## src/rtl/shift_sequencer.sv

```systemverilog
// Sequences a single-bit shift stage through an N-step shift/rotate of a SIZE-bit operand; done pulses k+1 cycles after accept.
// Backpressure: ready is low while shifting; start is only taken when ready is high (IDLE or DONE).
module shift_sequencer #(
    parameter int SIZE  = 8,
    parameter int AMT_W = 4
) (
    input  logic             clk,
    input  logic             rst,
    input  logic             start,
    output logic             ready,
    input  logic             op_left,
    input  logic [1:0]       op_mode,
    input  logic [AMT_W-1:0] amount,
    input  logic [SIZE-1:0]  data_in,
    input  logic             carry_in,
    output logic             busy,
    output logic             done,
    output logic [SIZE-1:0]  result,
    output logic             carry_out
);

    typedef enum logic [1:0] {
        IDLE  = 2'b00,
        SHIFT = 2'b01,
        DONE  = 2'b10
    } state_t;

    localparam logic [1:0] MODE_LOG = 2'b00;
    localparam logic [1:0] MODE_ARI = 2'b01;
    localparam logic [1:0] MODE_ROT = 2'b10;
    localparam logic [1:0] MODE_RCC = 2'b11;

    state_t            state;
    state_t            state_nxt;
    logic              left_q;
    logic [1:0]        mode_q;
    logic [AMT_W-1:0]  cnt;
    logic              accept;
    logic              shift_out;
    logic              sin;
    logic [SIZE-1:0]   stepped;

    always_ff @(posedge clk) begin
        if (rst) begin
            state <= IDLE;
        end else begin
            state <= state_nxt;
        end
    end

    // An accept in DONE behaves exactly like one from IDLE, giving back-to-back ops.
    always_comb begin
        state_nxt = state;
        ready     = 1'b0;
        busy      = 1'b0;
        done      = 1'b0;
        accept    = 1'b0;
        case (state)
            IDLE: begin
                ready  = 1'b1;
                accept = start;
                if (start) begin
                    state_nxt = (amount == '0) ? DONE : SHIFT;
                end
            end
            SHIFT: begin
                busy = 1'b1;
                if (cnt == AMT_W'(1)) begin
                    state_nxt = DONE;
                end
            end
            DONE: begin
                ready  = 1'b1;
                done   = 1'b1;
                accept = start;
                if (start) begin
                    state_nxt = (amount == '0) ? DONE : SHIFT;
                end else begin
                    state_nxt = IDLE;
                end
            end
            default: state_nxt = IDLE;
        endcase
    end

    always_comb begin
        shift_out = left_q ? result[SIZE-1] : result[0];
        sin       = 1'b0;
        case (mode_q)
            MODE_LOG: sin = 1'b0;
            MODE_ARI: sin = left_q ? 1'b0 : result[SIZE-1];
            MODE_ROT: sin = shift_out;
            MODE_RCC: sin = carry_out;
            default:  sin = 1'b0;
        endcase
        stepped = left_q ? {result[SIZE-2:0], sin} : {sin, result[SIZE-1:1]};
    end

    always_ff @(posedge clk) begin
        if (rst) begin
            result    <= '0;
            carry_out <= 1'b0;
            left_q    <= 1'b0;
            mode_q    <= MODE_LOG;
            cnt       <= '0;
        end else if (accept) begin
            result    <= data_in;
            carry_out <= carry_in;
            left_q    <= op_left;
            mode_q    <= op_mode;
            cnt       <= amount;
        end else if (state == SHIFT) begin
            result    <= stepped;
            carry_out <= shift_out;
            cnt       <= cnt - AMT_W'(1);
        end
    end

endmodule

```

## config.mk

```make
export PLATFORM = sky130hd
export DESIGN_NAME = shift_sequencer
export DESIGN_NICKNAME = d
export VERILOG_FILES = /design/src/rtl/shift_sequencer.sv
export SDC_FILE = /design/constraint.sdc
export NUM_CORES = 1
export LEC_CHECK = 0
export CAP_MARGIN = 40
export CORE_ASPECT_RATIO = 0.9
export CORE_MARGIN = 1
export CORE_UTILIZATION = 38
export DETAILED_ROUTE_END_ITERATION = 10
export PLACE_DENSITY_LB_ADDON = 0.2
export SKIP_CTS_REPAIR_TIMING = 1
export SLEW_MARGIN = 20
export SYNTH_ARGS = -nofsm -noshare
export SYNTH_HDL_FRONTEND = slang
export SYNTH_SLANG_ARGS = --single-unit
```

## constraint.sdc

```tcl
create_clock -name clk -period 1.15 [get_ports clk]
set_input_delay 0.115 -clock clk [delete_from_list [all_inputs] [get_ports clk]]
set_output_delay 0.115 -clock clk [all_outputs]
set_load 0.03 [all_outputs]
```

==> impl_metrics.json <==
{
  "clk_pin_slew_ps": 90,
  "grt_pass1_wl_microns": 4520,
  "layout_commonest_cell": "buf_4",
  "root_buffer": "clkbuf_4",
  "p_clk_share_pct": 15.9,
  "die_w_microns": 55.7,
  "slew_viol_final": 0,
  "finalCritPeriodShare_pct": 112,
  "io_buffers": 30,
  "drc": 0,
  "failed_checks": "negative setup slack",
  "final.setup.worst_slack_ps": -138,
  "cap_violations": 0,
  "hold_viol_final": 0,
  "seq_area_frac_synth_pct": 36.5,
  "pin_count": 31,
  "dr.first_iter.drc_count": 18,
  "fill_cells": 176,
  "placed_cells": 187,
  "synth_top_area_share_pct": 36.5,
  "fin_nets": 191,
  "min_period_ps": 1290,
  "fmax_ghz": 0.776,
  "final_cell_mix": "22 x buf_4, 19 x nor2_1, 15 x clkdlybuf4s50_1, 11 x dfxtp_1, 9 x buf_6",
  "start_util_pct": 40.3,
  "status": "finished, violations left",
  "grt_max_degree": 11,
  "die_h_microns": 50.3,
  "crit_fanout": 3,
  "gp_congestion": 0.813,
  "path_class": "flip-flop to primary output",
  "antenna_left": 0,
  "clockBufferDepth": 2,
  "p_leak_nw": 0.704,
  "yosys_warnings": 0,
  "cts.htree.levels": 1,
  "setup_violations": 15,
  "worstMarginPinSlew_ps": 364,
  "critPathRequiredTime_ps": 1030,
  "vias_per_cell": 5.61,
  "antennaDiodeCount": 0,
  "antenna_found_initial": 0,
  "synthTopCellsByArea": "dfxtp_1 37%, nor2_1 8.8%, a221oi_1 5.3%",
  "clock_skew_ps": 9.83,
  "grt_pass1_vias": 1006,
  "vias": 1100,
  "seqPwrFrac_pct": 40.4,
  "synth_nets": 140,
  "die-area_sq_um": 2800,
  "min_path_type": "primary input to flip-flop",
  "avgRoutedWirePerCell_microns": 15.4,
  "cts_buffers": 3,
  "worst_skew_pair.late_latency_ps": 290,
  "netlist_area_sq_um": 986,
  "switching_share_pct": 35.1,
  "worst_setup_path_start_kind": "flip-flop",
  "power.total_w": 0.00194,
  "avgSynthCellArea_sq_um": 8.29,
  "power_density_nw_per_um2": 1100,
  "clock_sinks": 18,
  "p_switching_w": 0.000679,
  "hpwl_microns": 1950,
  "end_kind": "primary output",
  "final_cells": 196,
  "cts_tree": "done",
  "critPathArrivalTime_ps": 1170,
  "peakVddDrop_v": 0.000889,
  "pwr-share-comb_pct": 43.8,
  "intPower_w": 0.00126,
  "rsz0062_at_grt": "yes",
  "drive_gt1_share_pct": 50.0,
  "core_sq_um": 2450,
  "area_growth_pct": 79.1,
  "setup_tns_ps": -799,
  "totalWireLength_microns": 3020,
  "slew_headroom_pct": 75.5,
  "synth_top_cell_by_area": "dfxtp_1",
  "gr-usage-all-layers_pct": 20.4,
  "synthCells": 119,
  "ys_ff_latch": 18,
  "grt_overflow_total": 0,
  "drt_first_pass_iters": 4,
  "rows": 17,
  "yosysUniqueCellTypes": 30
}
worst paths after layout:
kind                          from                endpoint  slack, ps  cells after the start
max          state[0]$_SDFFE_PP0P_                    busy       -140                      5
min                      amount[2]     cnt[2]$_SDFFE_PP0P_        200                      3
max reg2reg  state[0]$_SDFFE_PP0P_  carry_out$_SDFFE_PP0P_       -100                      5
min reg2reg    cnt[3]$_SDFFE_PP0P_     cnt[3]$_SDFFE_PP0P_        530                      1
worst max-delay path, stage by stage, from the launching register on:
cell and delay (ps):
dfxtp_2 330, buf_6 110, nand2b_4 90, clkinvlp_4 110, buf_6 120, buf_6 120
sequential cells by signal, summed over array words and instances (netlist names):
register,cells
mode_q,2
state,2
cnt,4
result,8
carry_out,1
left_q,1
per-layer routing:
metal	routed length [microns]	up-vias	track usage, %
met1	1380	535	26.8
met3	144	2	4.90
met5	0	-	0
met2	1480	37	32.5
met4	17	0	7.92
li1	-	526	-
cell families (layout without fill, tap and decap cells):
family | Yosys count | count (layout) | synth area share [%]
DFF | 18 | 18 | 36.5
AOI/OAI and AO/OA | 29 | 29 | 19.8
buffers and inverters | 14 | 63 | 7.36
muxes | 8 | 8 | 8.50
and+or+nand+nor | 48 | 48 | 25.3
adders and majority gates | 2 | 2 | 2.54
layout make-up:
class / count / area (sq um) / share of cell area [%]
Clock buffer: 3 / 22.5 / 1.28
Inverter: 6 / 26.3 / 1.49
Multi-Input combinational cell: 87 / 756 / 42.8
Sequential cell: 18 / 377 / 21.3
Tap cell: 28 / 35.0 / 1.98
Timing Repair Buffer: 54 / 549 / 31.1
Yosys cell counts:
cell type and n:
and2b_1 1, a2111oi_2 1, nor2_1 23, a22oi_1 1, o22ai_1 4, inv_1 6
nor4_4 1, dfxtp_1 18, o21ai_0 5, mux2_2 3, nand3b_1 1, clkbuf_1 2
nand2b_1 1, nand4bb_1 1, mux2i_1 5, a221oi_1 6, ha_1 2, buf_2 4
nor2b_1 1, nand2b_4 1, a21oi_1 8, or4_1 1, nor2_4 1, a22o_1 1
o32ai_1 1, a31oi_1 2, buf_6 2, nor3b_1 1, nor3_1 5, nand2_1 10
through the flow:
step                setup WS (ps)  utilization, %  hold WS (ps)  area, sq um
floorplan                   -99.1               -           251         1030
global placement             -305            58.5           465         1430
detailed placement           -345            58.5           482         1430
CTS                          -264            59.4           362         1450
global route                 -201            72.2           197         1770
finish                       -138            72.2           204         1770
power groups by stage:
stage               registers [W]  clock network (W)  logic [W]
finish                   0.000781           0.000307   0.000847
global route             0.000792           0.000356   0.000905
CTS                      0.000761           0.000322   0.000639
detailed placement       0.000775                  0   0.000637
global placement         0.000772                  0   0.000627
floorplan                0.000825                  0   0.000334
No activity file was read; power rests on OpenSTA's default activity.
